`src/rtl/cv3_relu_maxpool.sv`:
```
// cv3_relu_maxpool: 2x2 max-pool over column pairs with optional ReLU (CV3_POOL_RELU_EN)
module cv3_relu_maxpool #(
  parameter int DATA_WIDTH = 16,
  parameter int INPUT_COL_SIZE = 10,
  parameter int IMAGE_COLS = 10,
  localparam int OUTPUT_COL_SIZE = INPUT_COL_SIZE / 2,
  localparam int IDX_W = $clog2(IMAGE_COLS / 2) + 1
) (
  input  logic                  clk,
  input  logic                  rst,
  input  logic                  valid_in,
  input  logic [DATA_WIDTH-1:0] input_column [INPUT_COL_SIZE],
  output logic [DATA_WIDTH-1:0] output_column [OUTPUT_COL_SIZE],
  output logic                  valid_out,
  output logic [IDX_W-1:0]      col_index,
  output logic                  frame_done
);
  localparam int CNT_W = $clog2(IMAGE_COLS);
  localparam int M = DATA_WIDTH - 1;
  typedef enum logic {EVEN, ODD} state_t;
  state_t r_state, w_next;
  logic [CNT_W-1:0] r_cnt, w_cnt_nxt;
  logic [DATA_WIDTH-1:0] r_hold [INPUT_COL_SIZE];
  logic [DATA_WIDTH-1:0] w_in [INPUT_COL_SIZE];
  logic [DATA_WIDTH-1:0] w_pool [OUTPUT_COL_SIZE];
  logic w_last, w_fire;
  logic [IDX_W-1:0] w_idx;
  function automatic logic [DATA_WIDTH-1:0] fmax(input logic [DATA_WIDTH-1:0] a, input logic [DATA_WIDTH-1:0] b);
    return (a[M] != b[M]) ? (a[M] ? b : a) :
           a[M] ? ((a[M-1:0] <= b[M-1:0]) ? a : b) : ((a[M-1:0] >= b[M-1:0]) ? a : b);
  endfunction
  // optional ReLU on incoming elements, applied before they are held or pooled
  always_comb begin
    for (int i = 0; i < INPUT_COL_SIZE; i++)
`ifdef CV3_POOL_RELU_EN
      w_in[i] = input_column[i][M] ? '0 : input_column[i];
`else
      w_in[i] = input_column[i];
`endif
  end
  // 2x2 compare tree: held pair, then incoming pair, then across columns
  always_comb begin
    for (int r = 0; r < OUTPUT_COL_SIZE; r++)
      w_pool[r] = fmax(fmax(r_hold[2*r], r_hold[2*r+1]), fmax(w_in[2*r], w_in[2*r+1]));
  end
  // next state and column counter; the odd trailing column of a map is dropped in EVEN
  always_comb begin
    w_last = r_cnt == CNT_W'(IMAGE_COLS - 1);
    w_fire = valid_in && r_state == ODD;
    w_idx = IDX_W'(r_cnt >> 1);
    w_next = r_state;
    w_cnt_nxt = r_cnt;
    if (valid_in) begin
      w_next = (r_state == EVEN && !w_last) ? ODD : EVEN;
      w_cnt_nxt = w_last ? '0 : r_cnt + 1'b1;
    end
  end
  // state and counter registers
  always_ff @(posedge clk or posedge rst) begin
    if (rst) begin
      r_state <= EVEN;
      r_cnt <= '0;
    end else begin
      r_state <= w_next;
      r_cnt <= w_cnt_nxt;
    end
  end
  // hold buffer and registered pooled outputs
  always_ff @(posedge clk or posedge rst) begin
    if (rst) begin
      for (int i = 0; i < INPUT_COL_SIZE; i++) r_hold[i] <= '0;
      for (int r = 0; r < OUTPUT_COL_SIZE; r++) output_column[r] <= '0;
      valid_out <= 1'b0;
      col_index <= '0;
      frame_done <= 1'b0;
    end else begin
      if (valid_in && r_state == EVEN) r_hold <= w_in;
      if (w_fire) begin
        output_column <= w_pool;
        col_index <= w_idx;
      end
      valid_out <= w_fire;
      frame_done <= w_fire && w_idx == IDX_W'(IMAGE_COLS / 2 - 1);
    end
  end
endmodule

```
`config.mk`:
```
export PLATFORM = sky130hd
export DESIGN_NAME = cv3_relu_maxpool
export DESIGN_NICKNAME = d
export VERILOG_FILES = /design/src/rtl/cv3_relu_maxpool.sv
export SDC_FILE = /design/constraint.sdc
export NUM_CORES = 1
export LEC_CHECK = 0
export CORE_AREA = 2 2 278 280
export DETAILED_ROUTE_END_ITERATION = 6
export DIE_AREA = 0 0 280 282
export GPL_TIMING_DRIVEN = 0
export SYNTH_ARGS = -nofsm -noshare
export SYNTH_HDL_FRONTEND = slang
export SYNTH_SLANG_ARGS = --single-unit
export TNS_END_PERCENT = 1
```
`constraint.sdc`:
```
create_clock -name clk -period 8.75 [get_ports clk]
set_input_delay 0.875 -clock clk [delete_from_list [all_inputs] [get_ports clk]]
set_output_delay 0.875 -clock clk [all_outputs]
set_load 0.05 [all_outputs]
```
==> impl_summary.md <==
Run status
The flow ran to the end, and the final reports show no timing, DRC or antenna violations.

Timing
The slew of the pin with the lowest slew margin is 1.10 ns. Across the routed clock network, the largest skew measured is 0.0292 ns. The worst pin sits at a relative slew slack of 26.8%. The achievable frequency is 153 MHz. Setup total negative slack on the finished layout was measured at 0 ns. The final-report hold violation count is 0.

The number of setup violations in the final report is 0. The smallest clock period supported by the final layout is computed as 6.53 ns. Of the available clock period, the critical path in the final layout requires 74.6%. Setup repair after global routing left no endpoint under its margin. The final count of pins violating max slew is 0.

Floorplan
In this run the horizontal extent of the chip is 280 microns. The floorplan step set the die height to 282 microns. The standard-cell row count is 101.

Once the floorplan was initialized, standard cells occupied 25.9% of the core. The number of top-level pins is 249. The placeable core area is 75700 sq um. The die covers 79000 sq um.

Clock tree
CTS placed an instance of clkbuf_16 at the clock tree root. The clock slew seen by the registers of the worst setup and hold paths is 0.05 ns. TritonCTS built the clock tree.

The H-tree depth reported by CTS is 2. The total of cells resized after clock tree synthesis is 0. The clock sink count is 250. The insertion delay of the later-clocked pin in the worst-skew pair is 0.55 ns.

The number of buffers added by the clock tree synthesis step is 36. The longest clock path from root to sink contains 3 buffers. The number of hold buffers added after CTS is 0.

After clock tree synthesis, the setup repair step added 0 buffers.

Final layout
The multi-input combinational cells in the finished layout cover a total of 12200 sq um. The repair_antennas step left the layout with diodes totalling 0. The area growth from synthesis to layout is 25.3%. The filler cells instantiated in the layout total 7820. The number of nets in the layout is 2830.

The utilization after layout is 32.5%. Of the cells placed in the final design, the portion with a size suffix greater than 1 is 10.6%. Once layout is done, the placed cells without fillers occupy 24600 sq um. Registers take 6260 sq um.

Flow run
The number of max-cap violations is 0.

Routing
Summed over all layers, the routed wires come to 68600 microns. The number of optimization iterations in the first detailed-route pass is 7. The routed length per placed instance is 20.0 microns. After detailed routing, the number of vias per cell comes to 5.12. The routed layout has 17500 vias. The number of design rule violations left after detail routing is 0. For this block, the initial DRC count from the detailed router was 1155. The detail route stage leaves a number of antenna-violating nets equal to 0.

Setup path
The kind of end point of the critical path is a register. The type of the worst setup path is in2reg. Traced cell by cell, the critical path runs through clkdlybuf4s50_1 -> inv_1 -> ha_1 -> nand4_1 -> nor4_2 -> nand2b_1 -> buf_2 -> buf_2 -> buf_1 -> o211ai_1 -> ha_1 -> nand4_1 -> nor4_1 -> nor3_1 -> nand3_1 -> o211a_1 -> nor2_1 -> clkbuf_1 -> o2111a_1 -> a221o_1. The kind of cell with the highest combined delay on the critical path is simple AND/OR/NAND/NOR gates. STA classifies the critical path startpoint as an input pin.

Of all nets on the critical path, the largest fanout is 10. Among all stages on the critical path, the largest delay is contributed by nor4_1. The required time reported for the critical path endpoint is 9.17 ns. On the worst path, the slowest cell contributes a delay of 0.75 ns.

The endpoint arrival time on the critical path is 6.95 ns. The critical path contains buffers and inverters numbering 6 combined.

Logic synthesis
Counting flops with an async set or reset pin after synthesis yields a share of 100%. The area share of the leading cell type in the synthesized netlist is 31.9%. Sorting the synthesized cells by area gives the leading types as dfrtp_1 32%, ha_1 15%, mux2i_1 6.0%. The number of storage elements in the synthesis netlist is 250. In this run, distinct cell masters in the synthesized netlist total 90. The count of yosys warnings during synthesis is 0.

Each instance of the synthesized netlist takes up on average 9.18 sq um. The number of nets handed over by synthesis was 2543. Summing the sequential cell areas from Yosys gives 31.9% of the chip area. The count of flip-flops with a built-in enable after synthesis is 0. The post-synthesis cell type with the largest combined area is dfrtp_1.

Among all flip-flop cells after synthesis, the most frequent one is dfrtp_1. The post-synthesis instance area is 19600 sq um. The synthesized netlist cell count is 2140.

Power and ir drop
The total power after layout is 8.86 mW. The power density over the cells is 360 nW/um^2. Summed over all cells, the static leakage comes to 10.9 nW. IR analysis of the VDD net gives a maximum drop of 0.134 mV.

Global route
The largest net degree at the start of global routing is 117. The number of global-route vias before repair is 17600. The global-route total usage across every layer is 17.2%. The initial antenna violation count is 13. The total overflow reported by the global router is 0. The wire length of the first global-routing pass is 105000 microns.

Placement
The weighted congestion reported at the end of routability-driven placement is 0.861. The total placed instance area is 23400 sq um. Detailed placement finished with a half-perimeter wire length of 52900 microns. During placement, the flow inserted port buffers numbering 247.

Min path
The path class of the tightest hold or removal check is reg2reg.
kinds of logic after synthesis:
family / share of synthesized area (%)
xor+xnor: 0.134
simple gates: 14.7
buf+inv: 6.17
flops: 31.9
mux: 12.6
fa+ha+maj: 15.3
compound gates: 19.3
other cells: 0.0191
metal layers:
| metal | part of all wire, % | GRT usage, % | routed length (microns) |
|---|---|---|---|
| met1 | 45 | 22.7 | 31100 |
| met2 | 46 | 28.5 | 31600 |
| met3 | 6.1 | 3.74 | 4220 |
| met4 | 2.2 | 4.42 | 1530 |
| met5 | 0.21 | 0 | 146 |
final cells by class:
cell class / instances / share of cell area (%)
inverter: 199 / 3.06
timing repair buffer: 249 / 10.3
buffer: 108 / 1.89
sequential: 250 / 25.4
tap: 978 / 4.97
multi-input combinational: 1583 / 49.4
clock buffer: 46 / 4.14
clock inverter: 16 / 0.808
cells in the mapped netlist (4+ instances only):
cell type	instances
nand4_1	43
o31ai_1	7
or3_1	15
and2_1	21
mux2i_1	118
a21o_1	11
o211ai_1	38
o22ai_1	5
inv_1	199
nor3_1	18
or3b_1	14
o221a_2	35
mux2_1	9
o221a_1	10
clkbuf_1	70
nor4_1	6
o21a_1	9
mux2_2	103
a21oi_1	100
nor2b_1	10
and3_1	4
dfrtp_1	250
a221oi_1	4
nor3b_1	4
o2111a_1	15
o221ai_1	55
nand2_1	296
nand2b_1	19
or2_2	4
buf_1	11
a221o_1	30
ha_1	240
buf_2	21
nand3b_1	15
nor2_1	50
and4_1	4
o21ai_0	124
nand3_1	62
a211oi_1	10
registers in the layout, indices dropped and copies added (netlist names):
register       flops
output_column     80
valid_out          1
r_cnt              4
frame_done         1
col_index          3
r_state            1
r_hold           160
per-stage QoR:
stage,hold WS (ns),std cells,setup slack (ns)
floorplan,0.470,2140,1.00
global placement,0.466,3365,-3.39
detailed placement,0.470,3367,1.75
CTS,0.482,3429,2.31
global route,0.509,3429,1.76
finish,0.475,3429,2.22
path summary, 6_finish.rpt:
check	depth (start not counted)	slack (ns)	end	startpoint
min in group asynchronous	2	0.71	output_column[18]$_DFFE_PP0P_	rst
max in group asynchronous	3	7.02	r_hold[68]$_DFFE_PP0P_	rst
worst min register to register	2	0.47	output_column[51]$_DFFE_PP0P_	output_column[51]$_DFFE_PP0P_
worst max-delay path	20	2.22	output_column[3]$_DFFE_PP0P_	input_column[14]
worst max register to register	18	2.85	output_column[3]$_DFFE_PP0P_	r_hold[30]$_DFFE_PP0P_
worst min-delay path	2	0.47	output_column[51]$_DFFE_PP0P_	output_column[51]$_DFFE_PP0P_
tightest hold or removal path, stage by stage, from the launching register on:
cell     delay (ns)
dfrtp_1        0.34
nand2_1        0.05
nand3_1        0.05
where the power goes:
part	switching, mW	leakage [nW]	internal [mW]	total (mW)
sequential	0.359	3.04	1.63	1.99
combinational	3.17	7.28	2.16	5.34
clock	0.593	0.596	0.941	1.53
total	4.13	10.9	4.73	8.86
layout by cell type (no fill, tap or decap), types with 10 or more instances in the layout:
cell,synthesis,final
nand3_1,62,62
nand2_1,296,296
o21ai_0,124,124
buf_1,11,11
clkbuf_1,70,73
nand2b_1,19,19
or3_1,15,15
a211oi_1,10,10
mux2i_1,118,118
clkdlybuf4s50_1,0,247
or3b_1,14,14
dfrtp_1,250,250
nand3b_1,15,15
inv_1,199,198
nand4_1,43,43
mux2_2,103,103
o221a_2,35,35
and2_1,21,21
a21oi_1,100,100
buf_2,21,21
nor2_1,50,50
a21o_1,11,11
o2111a_1,15,15
a221o_1,30,30
nor2b_1,10,10
o221ai_1,55,55
o211ai_1,38,38
o221a_1,10,10
ha_1,240,240
nor3_1,18,18
clkbuf_16,0,37
Power figures use the tool's default switching activity.
